**src/rtl/rv_pkg.sv**
```systemverilog
// RV32I decode constants shared by the ID stage and its immediate generator.
package rv_pkg;

  localparam int unsigned XLEN = 32;

  localparam logic [6:0] OP     = 7'b0110011;
  localparam logic [6:0] OP_IMM = 7'b0010011;
  localparam logic [6:0] LOAD   = 7'b0000011;
  localparam logic [6:0] STORE  = 7'b0100011;
  localparam logic [6:0] BRANCH = 7'b1100011;
  localparam logic [6:0] JAL    = 7'b1101111;
  localparam logic [6:0] JALR   = 7'b1100111;
  localparam logic [6:0] LUI    = 7'b0110111;
  localparam logic [6:0] AUIPC  = 7'b0010111;

  localparam logic [31:0] NOP = 32'h0000_0013;

  typedef enum logic [4:0] {
    ALU_ADD, ALU_SUB, ALU_SLL, ALU_SLT, ALU_SLTU, ALU_XOR, ALU_SRL, ALU_SRA,
    ALU_OR, ALU_AND, ALU_BEQ, ALU_BNE, ALU_BLT, ALU_BGE, ALU_BLTU, ALU_BGEU,
    ALU_JAL, ALU_JALR
  } alu_op_e;

  typedef enum logic [1:0] {
    MEM_NONE  = 2'b00,
    MEM_LOAD  = 2'b01,
    MEM_STORE = 2'b10
  } mem_op_e;

  typedef enum logic [2:0] {
    FMT_NONE, FMT_R, FMT_I, FMT_S, FMT_B, FMT_U, FMT_J
  } fmt_e;

  function automatic alu_op_e alu_arith(input logic [2:0] f3, input logic alt);
    case (f3)
      3'b000:  return alt ? ALU_SUB : ALU_ADD;
      3'b001:  return ALU_SLL;
      3'b010:  return ALU_SLT;
      3'b011:  return ALU_SLTU;
      3'b100:  return ALU_XOR;
      3'b101:  return alt ? ALU_SRA : ALU_SRL;
      3'b110:  return ALU_OR;
      default: return ALU_AND;
    endcase
  endfunction

endpackage

```
**src/rtl/imm_gen.sv**
```systemverilog
// Combinational RV32I immediate generator, sign-extended to XLEN.
module imm_gen
  import rv_pkg::*;
#(
  parameter int unsigned XLEN = rv_pkg::XLEN
) (
  input  logic [31:0]     i_inst,
  input  logic [2:0]      i_fmt,
  output logic [XLEN-1:0] o_imm
);

  logic [31:0] w_imm;

  always_comb begin
    w_imm = '0;
    case (fmt_e'(i_fmt))
      FMT_I: w_imm = {{20{i_inst[31]}}, i_inst[31:20]};
      FMT_S: w_imm = {{20{i_inst[31]}}, i_inst[31:25], i_inst[11:7]};
      FMT_B: w_imm = {{19{i_inst[31]}}, i_inst[31], i_inst[7], i_inst[30:25],
                      i_inst[11:8], 1'b0};
      FMT_U: w_imm = {i_inst[31:12], 12'b0};
      FMT_J: w_imm = {{11{i_inst[31]}}, i_inst[31], i_inst[19:12], i_inst[20],
                      i_inst[30:21], 1'b0};
      default: w_imm = '0;
    endcase
  end

  assign o_imm = XLEN'($signed(w_imm));

endmodule

```
**src/rtl/id_stage.sv**
```systemverilog
// RV32I decode stage: decode, immediate, operand forwarding, load-use
// detection and the ID/EX pipeline register.
module id_stage
  import rv_pkg::*;
#(
  parameter int unsigned     XLEN     = rv_pkg::XLEN,
  parameter logic [XLEN-1:0] RESET_PC = '0
) (
  input  logic            clk,
  input  logic            rst,
  input  logic            id_valid_i,
  input  logic [XLEN-1:0] id_pc_i,
  input  logic [31:0]     id_inst_i,
  output logic [4:0]      ra1_o,
  output logic            re1_o,
  input  logic [XLEN-1:0] rn1_i,
  output logic [4:0]      ra2_o,
  output logic            re2_o,
  input  logic [XLEN-1:0] rn2_i,
  input  logic [4:0]      ex_wa_i,
  input  logic            ex_we_i,
  input  logic [XLEN-1:0] ex_wn_i,
  input  logic            ex_is_load_i,
  input  logic [4:0]      mem_wa_i,
  input  logic            mem_we_i,
  input  logic [XLEN-1:0] mem_wn_i,
  input  logic            stall_i,
  input  logic            flush_i,
  output logic            stall_req_o,
  output logic            ex_valid_o,
  output logic [XLEN-1:0] ex_pc_o,
  output logic [4:0]      ex_aluop_o,
  output logic [XLEN-1:0] ex_op1_o,
  output logic [XLEN-1:0] ex_op2_o,
  output logic [XLEN-1:0] ex_imm_o,
  output logic            ex_use_imm_o,
  output logic [4:0]      ex_rd_o,
  output logic            ex_we_o,
  output logic [1:0]      ex_mem_o,
  output logic [2:0]      ex_funct3_o,
  output logic            ex_illegal_o
);

  logic [31:0]     w_inst;
  logic [6:0]      w_opc;
  logic [2:0]      w_f3;
  logic [6:0]      w_f7;
  fmt_e            w_fmt;
  alu_op_e         w_alu;
  mem_op_e         w_mem;
  logic            w_use_imm, w_we, w_illegal, w_op1_pc, w_op1_zero;
  logic [XLEN-1:0] w_imm, w_fwd1, w_fwd2, w_op1;

  // An empty IF/ID slot decodes as a NOP so stale words never raise illegal.
  assign w_inst = id_valid_i ? id_inst_i : NOP;
  assign w_opc  = w_inst[6:0];
  assign w_f3   = w_inst[14:12];
  assign w_f7   = w_inst[31:25];

  always_comb begin
    w_fmt = FMT_NONE; w_alu = ALU_ADD; w_mem = MEM_NONE;
    w_use_imm = 1'b0; w_we = 1'b0; w_illegal = 1'b0;
    w_op1_pc = 1'b0; w_op1_zero = 1'b0;
    case (w_opc)
      OP: begin
        w_fmt = FMT_R; w_we = 1'b1; w_alu = alu_arith(w_f3, w_f7[5]);
        w_illegal = !(w_f7 == 7'b0 ||
                      (w_f7 == 7'b0100000 && (w_f3 == 3'b000 || w_f3 == 3'b101)));
      end
      OP_IMM: begin
        w_fmt = FMT_I; w_we = 1'b1; w_use_imm = 1'b1;
        w_alu = alu_arith(w_f3, (w_f3 == 3'b101) && w_f7[5]);
        w_illegal = (w_f3 == 3'b001 && w_f7 != 7'b0) ||
                    (w_f3 == 3'b101 && w_f7 != 7'b0 && w_f7 != 7'b0100000);
      end
      LOAD: begin
        w_fmt = FMT_I; w_we = 1'b1; w_use_imm = 1'b1; w_mem = MEM_LOAD;
        w_illegal = (w_f3 == 3'b011) || (w_f3 == 3'b110) || (w_f3 == 3'b111);
      end
      STORE: begin
        w_fmt = FMT_S; w_use_imm = 1'b1; w_mem = MEM_STORE;
        w_illegal = (w_f3 > 3'b010);
      end
      BRANCH: begin
        w_fmt = FMT_B;
        case (w_f3)
          3'b000:  w_alu = ALU_BEQ;
          3'b001:  w_alu = ALU_BNE;
          3'b100:  w_alu = ALU_BLT;
          3'b101:  w_alu = ALU_BGE;
          3'b110:  w_alu = ALU_BLTU;
          3'b111:  w_alu = ALU_BGEU;
          default: w_illegal = 1'b1;
        endcase
      end
      JAL: begin
        w_fmt = FMT_J; w_we = 1'b1; w_use_imm = 1'b1; w_op1_pc = 1'b1; w_alu = ALU_JAL;
      end
      JALR: begin
        w_fmt = FMT_I; w_we = 1'b1; w_use_imm = 1'b1; w_op1_pc = 1'b1; w_alu = ALU_JALR;
        w_illegal = (w_f3 != 3'b000);
      end
      LUI: begin
        w_fmt = FMT_U; w_we = 1'b1; w_use_imm = 1'b1; w_op1_zero = 1'b1;
      end
      AUIPC: begin
        w_fmt = FMT_U; w_we = 1'b1; w_use_imm = 1'b1; w_op1_pc = 1'b1;
      end
      default: w_illegal = 1'b1;
    endcase
    if (w_illegal) begin
      w_fmt = FMT_NONE; w_alu = ALU_ADD; w_mem = MEM_NONE;
      w_use_imm = 1'b0; w_we = 1'b0; w_op1_pc = 1'b0; w_op1_zero = 1'b0;
    end
  end

  imm_gen #(.XLEN(XLEN)) u_imm_gen (
    .i_inst (w_inst),
    .i_fmt  (w_fmt),
    .o_imm  (w_imm)
  );

  assign ra1_o = id_inst_i[19:15];
  assign ra2_o = id_inst_i[24:20];
  assign re1_o = id_valid_i &
                 (w_fmt == FMT_R || w_fmt == FMT_I || w_fmt == FMT_S || w_fmt == FMT_B);
  assign re2_o = id_valid_i & (w_fmt == FMT_R || w_fmt == FMT_S || w_fmt == FMT_B);

  // A load in EX has no data yet; that case is covered by stall_req_o instead.
  always_comb begin
    w_fwd1 = rn1_i;
    if (!re1_o || ra1_o == 5'd0)                          w_fwd1 = '0;
    else if (ex_we_i && ex_wa_i == ra1_o && !ex_is_load_i) w_fwd1 = ex_wn_i;
    else if (mem_we_i && mem_wa_i == ra1_o)                w_fwd1 = mem_wn_i;
    w_fwd2 = rn2_i;
    if (!re2_o || ra2_o == 5'd0)                          w_fwd2 = '0;
    else if (ex_we_i && ex_wa_i == ra2_o && !ex_is_load_i) w_fwd2 = ex_wn_i;
    else if (mem_we_i && mem_wa_i == ra2_o)                w_fwd2 = mem_wn_i;
  end

  assign w_op1 = w_op1_zero ? '0 : (w_op1_pc ? id_pc_i : w_fwd1);

  assign stall_req_o = id_valid_i & ex_is_load_i & ex_we_i & (ex_wa_i != 5'd0) &
                       ((re1_o & (ex_wa_i == ra1_o)) | (re2_o & (ex_wa_i == ra2_o)));

  always_ff @(posedge clk) begin
    if (!rst) begin
      ex_valid_o <= 1'b0;  ex_pc_o <= RESET_PC;  ex_aluop_o <= '0;
      ex_op1_o <= '0;      ex_op2_o <= '0;       ex_imm_o <= '0;
      ex_use_imm_o <= 1'b0; ex_rd_o <= '0;       ex_we_o <= 1'b0;
      ex_mem_o <= '0;      ex_funct3_o <= '0;    ex_illegal_o <= 1'b0;
    end else if (stall_i) begin
      ex_valid_o <= ex_valid_o;
    end else if (flush_i || stall_req_o) begin
      ex_valid_o <= 1'b0; ex_we_o <= 1'b0; ex_mem_o <= '0; ex_illegal_o <= 1'b0;
    end else begin
      ex_valid_o   <= id_valid_i;
      ex_pc_o      <= id_pc_i;
      ex_aluop_o   <= w_alu;
      ex_op1_o     <= w_op1;
      ex_op2_o     <= w_fwd2;
      ex_imm_o     <= w_imm;
      ex_use_imm_o <= w_use_imm;
      ex_rd_o      <= w_inst[11:7];
      ex_we_o      <= id_valid_i & w_we & (w_inst[11:7] != 5'd0);
      ex_mem_o     <= id_valid_i ? w_mem : MEM_NONE;
      ex_funct3_o  <= w_f3;
      ex_illegal_o <= id_valid_i & w_illegal;
    end
  end

endmodule
```
**config.mk**
```make
export PLATFORM = sky130hd
export DESIGN_NAME = id_stage
export DESIGN_NICKNAME = d
export VERILOG_FILES = /design/src/rtl/rv_pkg.sv /design/src/rtl/imm_gen.sv /design/src/rtl/id_stage.sv
export SDC_FILE = /design/constraint.sdc
export NUM_CORES = 1
export LEC_CHECK = 0
export CAP_MARGIN = 20
export CORE_MARGIN = 3
export CORE_UTILIZATION = 38
export CTS_BUF_LIST = sky130_fd_sc_hd__clkbuf_8 sky130_fd_sc_hd__clkbuf_16
export DETAILED_ROUTE_END_ITERATION = 8
export HOLD_SLACK_MARGIN = 0.05
export PLACE_DENSITY_LB_ADDON = 0.25
export SETUP_SLACK_MARGIN = 0.3
export SKIP_LAST_GASP = 1
export SLEW_MARGIN = 40
export SYNTH_ARGS = -nofsm -noshare
export SYNTH_HDL_FRONTEND = slang
export SYNTH_SLANG_ARGS = --single-unit
export TNS_END_PERCENT = 30
```
**constraint.sdc**
```tcl
create_clock -name clk -period 2.6 [get_ports clk]
set_input_delay 0.52 -clock clk [delete_from_list [all_inputs] [get_ports clk]]
set_output_delay 0.52 -clock clk [all_outputs]
set_load 0.05 [all_outputs]
```
==> flow_summary.rst <==
.. list-table::
   :header-rows: 1

   * - Metric
     - Value
   * - Cells on Worst Hold Path
     - 2
   * - Clock skew
     - 0 ns
   * - Net switching power figure
     - 2010 uW
   * - Weighted congestion at the end of routability-driven global placement
     - 0.943
   * - Fraction of power consumed by combinational cells
     - ~26%
   * - Total Routed Length
     - ~37 mm
   * - Peak clock frequency supported by timing
     - approximately 0.33 GHz
   * - Type of the tightest min-delay check
     - input pin to flip-flop
   * - Biggest fanout along the worst timing path
     - 3
   * - Vias post-DR
     - 9492
   * - Part of the power in the clock network
     - between 40% and 50%
   * - Total of buffers placed on input and output ports
     - 369
   * - Worst setup timing slack at the placement stage
     - -0.812 ns
   * - Clock transition time at the flip-flop clock pins of the worst setup and hold paths
     - about 0.060 ns
   * - Worst min-delay path endpoint
     - ex_imm_o[9]$_SDFFE_PN0P_
   * - Number of distinct library cells after synthesis
     - 67
   * - Post-synthesis cell area
     - 7820 sq um
   * - Post-synth net total
     - ~1.2k
   * - Clk sinks
     - between 100 and 150
   * - Register-to-Register Path Depth
     - 2
   * - Violations in the final reports
     - negative setup slack
   * - Synthesized instance count
     - 951
   * - Origin of the critical flop-to-flop path
     - ex_mem_o[0]$_SDFFE_PN0N_
   * - Total power draw
     - just under 7000 uW
   * - Element type at the critical path end
     - output pin
   * - Internal power component
     - 4910 uW
   * - Unrepaired setup endpoints after global routing
     - yes
   * - Number of maximum-capacitance violations
     - 0
   * - Switch share
     - 29.0%
   * - Portion of total power attributed to sequential cells
     - roughly a third
   * - Post-Syn Area per Cell
     - between 8 and 9 sq um
   * - Number of flops mapped to enable cells by yosys
     - 0
   * - Pleak
     - around 0.0057 uW
   * - Global-route wire length before repair
     - between 50 and 60 mm
   * - WP data arrival
     - ~2.5 ns
   * - Kind of critical path
     - input pin to output pin
   * - Tightest Pin Transition
     - between 0.6 and 0.7 ns
   * - Final period util
     - 115%
   * - Final setup margin
     - -0.402 ns
   * - Cts hold-fix bufs
     - 0
   * - Number of antenna violations at the first check in global routing
     - 1
   * - Final count of pins violating max slew
     - 0
   * - FF+latch count, synth
     - about 150
   * - TritonCTS buffer count
     - 17
   * - Required time of the critical path
     - between 2 and 2.5 ns
   * - Clock tree from TritonCTS
     - built
   * - Clock root cell
     - clkbuf_16
   * - Floorplan die width
     - around 150 um
   * - Endpoint of the most critical register-to-register path
     - ex_mem_o[0]$_SDFFE_PN0N_
   * - Min-Delay Startpoint
     - id_inst_i[29]
   * - Worst slew margin
     - 58.1%
   * - Routed vias/inst
     - about 5.5
   * - Placed Instances
     - 1641
   * - Number of global-route vias before repair
     - slightly above 9k
   * - Number of hold violations in the final report
     - 0
   * - Post-detailed-placement half-perimeter wirelength
     - roughly 26 mm
   * - Top FF cell, synth
     - dfxtp_1
   * - Share of synthesized registers carrying an async set or reset
     - 0%
   * - Total grt overflow
     - 0
   * - Total GRT Usage
     - 29.9%
   * - Power Density
     - ~470 nW/um^2
   * - Y dimension of the die
     - around 150 um
   * - WL per Instance
     - between 20 and 25 um
   * - Remaining number of nets flagged by the antenna check after routing
     - 0
   * - P&R area growth vs syn
     - 86.7%
   * - Count of routing violations after the opening detailed-route iteration
     - approximately 660
   * - Area of the die
     - between 20000 and 25000 sq um
   * - Final layout net count
     - about 1.6k
   * - Layout Cell Area excl Fill
     - 14600 sq um
   * - Total number of yosys warnings
     - 0
   * - Outcome
     - finished, violations left
   * - DRC
     - 0
   * - Pin count of the biggest net entering global routing
     - 76
   * - Peak supply drop
     - approximately 400 uV
   * - Number of cells in the finished layout apart from fillers
     - around 1.7k
   * - Source-to-sink clock delay at the later pin of the worst-skew pair
     - between 0.4 and 0.5 ns
   * - Initial cell density of the core
     - approximately two fifths
   * - I/O pin total
     - 370
   * - Seq/Total Area, Yosys
     - between 30% and 40%
   * - Fraction of layout instances using a drive strength above 1
     - roughly 22%
   * - Maximum buffer depth of the clock tree
     - 2
   * - Clock period minus final worst setup slack
     - around 3.0 ns
   * - Detailed-router iteration count before antenna repair
     - 5
   * - Number of diodes added for antenna fixing
     - 0
   * - Setup violations, final
     - between 100 and 150
   * - Internal reg-to-reg setup slack
     - approximately 1.8 ns
   * - # H-tree levels
     - 4
   * - Startpoint type of the worst setup path
     - input pin
   * - Core footprint
     - just under 20000 sq um
   * - Area of placed instances
     - between 10000 and 15000 sq um
   * - Count of standard-cell rows
     - 51
-- critical path, cell delays in order --
cell,delay (ns)
buf_6,0.09
or4_4,0.53
nor3_4,0.21
a31oi_2,0.12
o2111a_2,0.32
or2_4,0.28
nor3_4,0.20
buf_6,0.19
-- metal layers --
metal | global-route usage, % | share of wire, %
met1 | 36.2 | 38
met2 | 51.1 | 49
met3 | 8.06 | 8.9
met4 | 10.8 | 3.4
met5 | 0 | 0.035
-- logic make-up after synthesis --
logic type	count (synthesis)	share of synthesized area [%]
multiplexers	67	8.58
flip-flops	147	37.7
buffers and inverters	96	6.11
AO/OA/AOI/OAI	323	27.9
AND/OR/NAND/NOR	298	17.5
XOR/XNOR	20	2.24
-- cell usage in the layout, fill, tap and decap left out, types with 28 or more instances in the layout --
master and n:
buf_12 39, nor2_1 45, a21oi_1 69, a22o_1 38
o21ai_0 57, a2bb2oi_1 28, dfxtp_1 147, mux2i_1 67
clkbuf_16 28, clkdlybuf4s50_1 339, a21boi_0 31, nand2_1 147
buf_4 130
-- worst max path at each step --
| stage | start | to | slack [ns] | cells past startpoint |
|---|---|---|---|---|
| after floorplan | id_inst_i[27] | re1_o | -0.19 | 6 |
| after global placement | id_inst_i[27] | ex_op2_o[30]$_SDFFE_PN0P_ | -0.76 | 11 |
| after detailed placement | id_inst_i[27] | ex_op2_o[13]$_SDFFE_PN0P_ | -0.81 | 11 |
| after CTS | id_inst_i[28] | re1_o | -0.33 | 8 |
| after global routing | id_inst_i[28] | re1_o | -0.42 | 9 |
| final | id_inst_i[28] | re1_o | -0.40 | 8 |
-- what timing repair did --
action | in CTS | in global routing
resized for setup | 69 | 117
endpoints found under the hold margin | 0 | 0
cloned | 6 | 11
pin swaps | 17 | 49
setup buffers | 11 | 12
endpoints found under the setup margin | 150 | 149
-- flip-flops by register name (all words and copies together) (netlist names) --
register and cells:
ex_imm_o 32, ex_pc_o 32, ex_use_imm_o 1, ex_op1_o 32, ex_aluop_o 5, ex_we_o 1
ex_mem_o 2, ex_valid_o 1, ex_illegal_o 1, ex_rd_o 5, ex_funct3_o 3, ex_op2_o 32
-- power by group through the flow --
| stage | Clock, uW | Combinational (uW) | Sequential, uW |
|---|---|---|---|
| after global placement | 0 | 1560 | 2430 |
| after floorplan | 0 | 451 | 2700 |
| final | 2770 | 1760 | 2380 |
| after CTS | 2790 | 1630 | 2380 |
| after global routing | 2900 | 1850 | 2390 |
| after detailed placement | 0 | 1570 | 2430 |
-- area by class of cell --
cell class,count,area (sq um)
Timing Repair Buffer,559,5880
Sequential cell,147,2940
Clock buffer,17,425
Fill cell,1480,5250
Multi-Input combinational cell,708,4780
Clock inverter,15,229
Tap cell,265,332
Inverter,2,7.51
-- through the flow --
stage	util, %	hold WS (ns)	setup TNS, ns
finish	73.6	0.346	-29.64
detailed placement	65.0	0.452	-109.65
global route	73.6	0.346	-33.12
CTS	70.3	0.302	-11.75
floorplan	-	0.645	-6.49
global placement	65.0	0.445	-105.16
-- cell usage after synthesis (9+ instances only) --
master | number | area, sq um
buf_4 | 15 | 113
o21ai_0 | 73 | 365
a22o_1 | 38 | 333
a21oi_1 | 71 | 355
and3_1 | 9 | 56.3
a21boi_0 | 46 | 345
buf_2 | 24 | 120
mux2i_1 | 67 | 671
a22oi_1 | 23 | 173
nand3_1 | 29 | 145
nand2_1 | 160 | 601
a2bb2oi_1 | 30 | 263
dfxtp_1 | 147 | 2940
nor2_1 | 45 | 169
clkbuf_1 | 43 | 161
xor2_1 | 12 | 105
No activity file was read; power rests on OpenSTA's default activity.
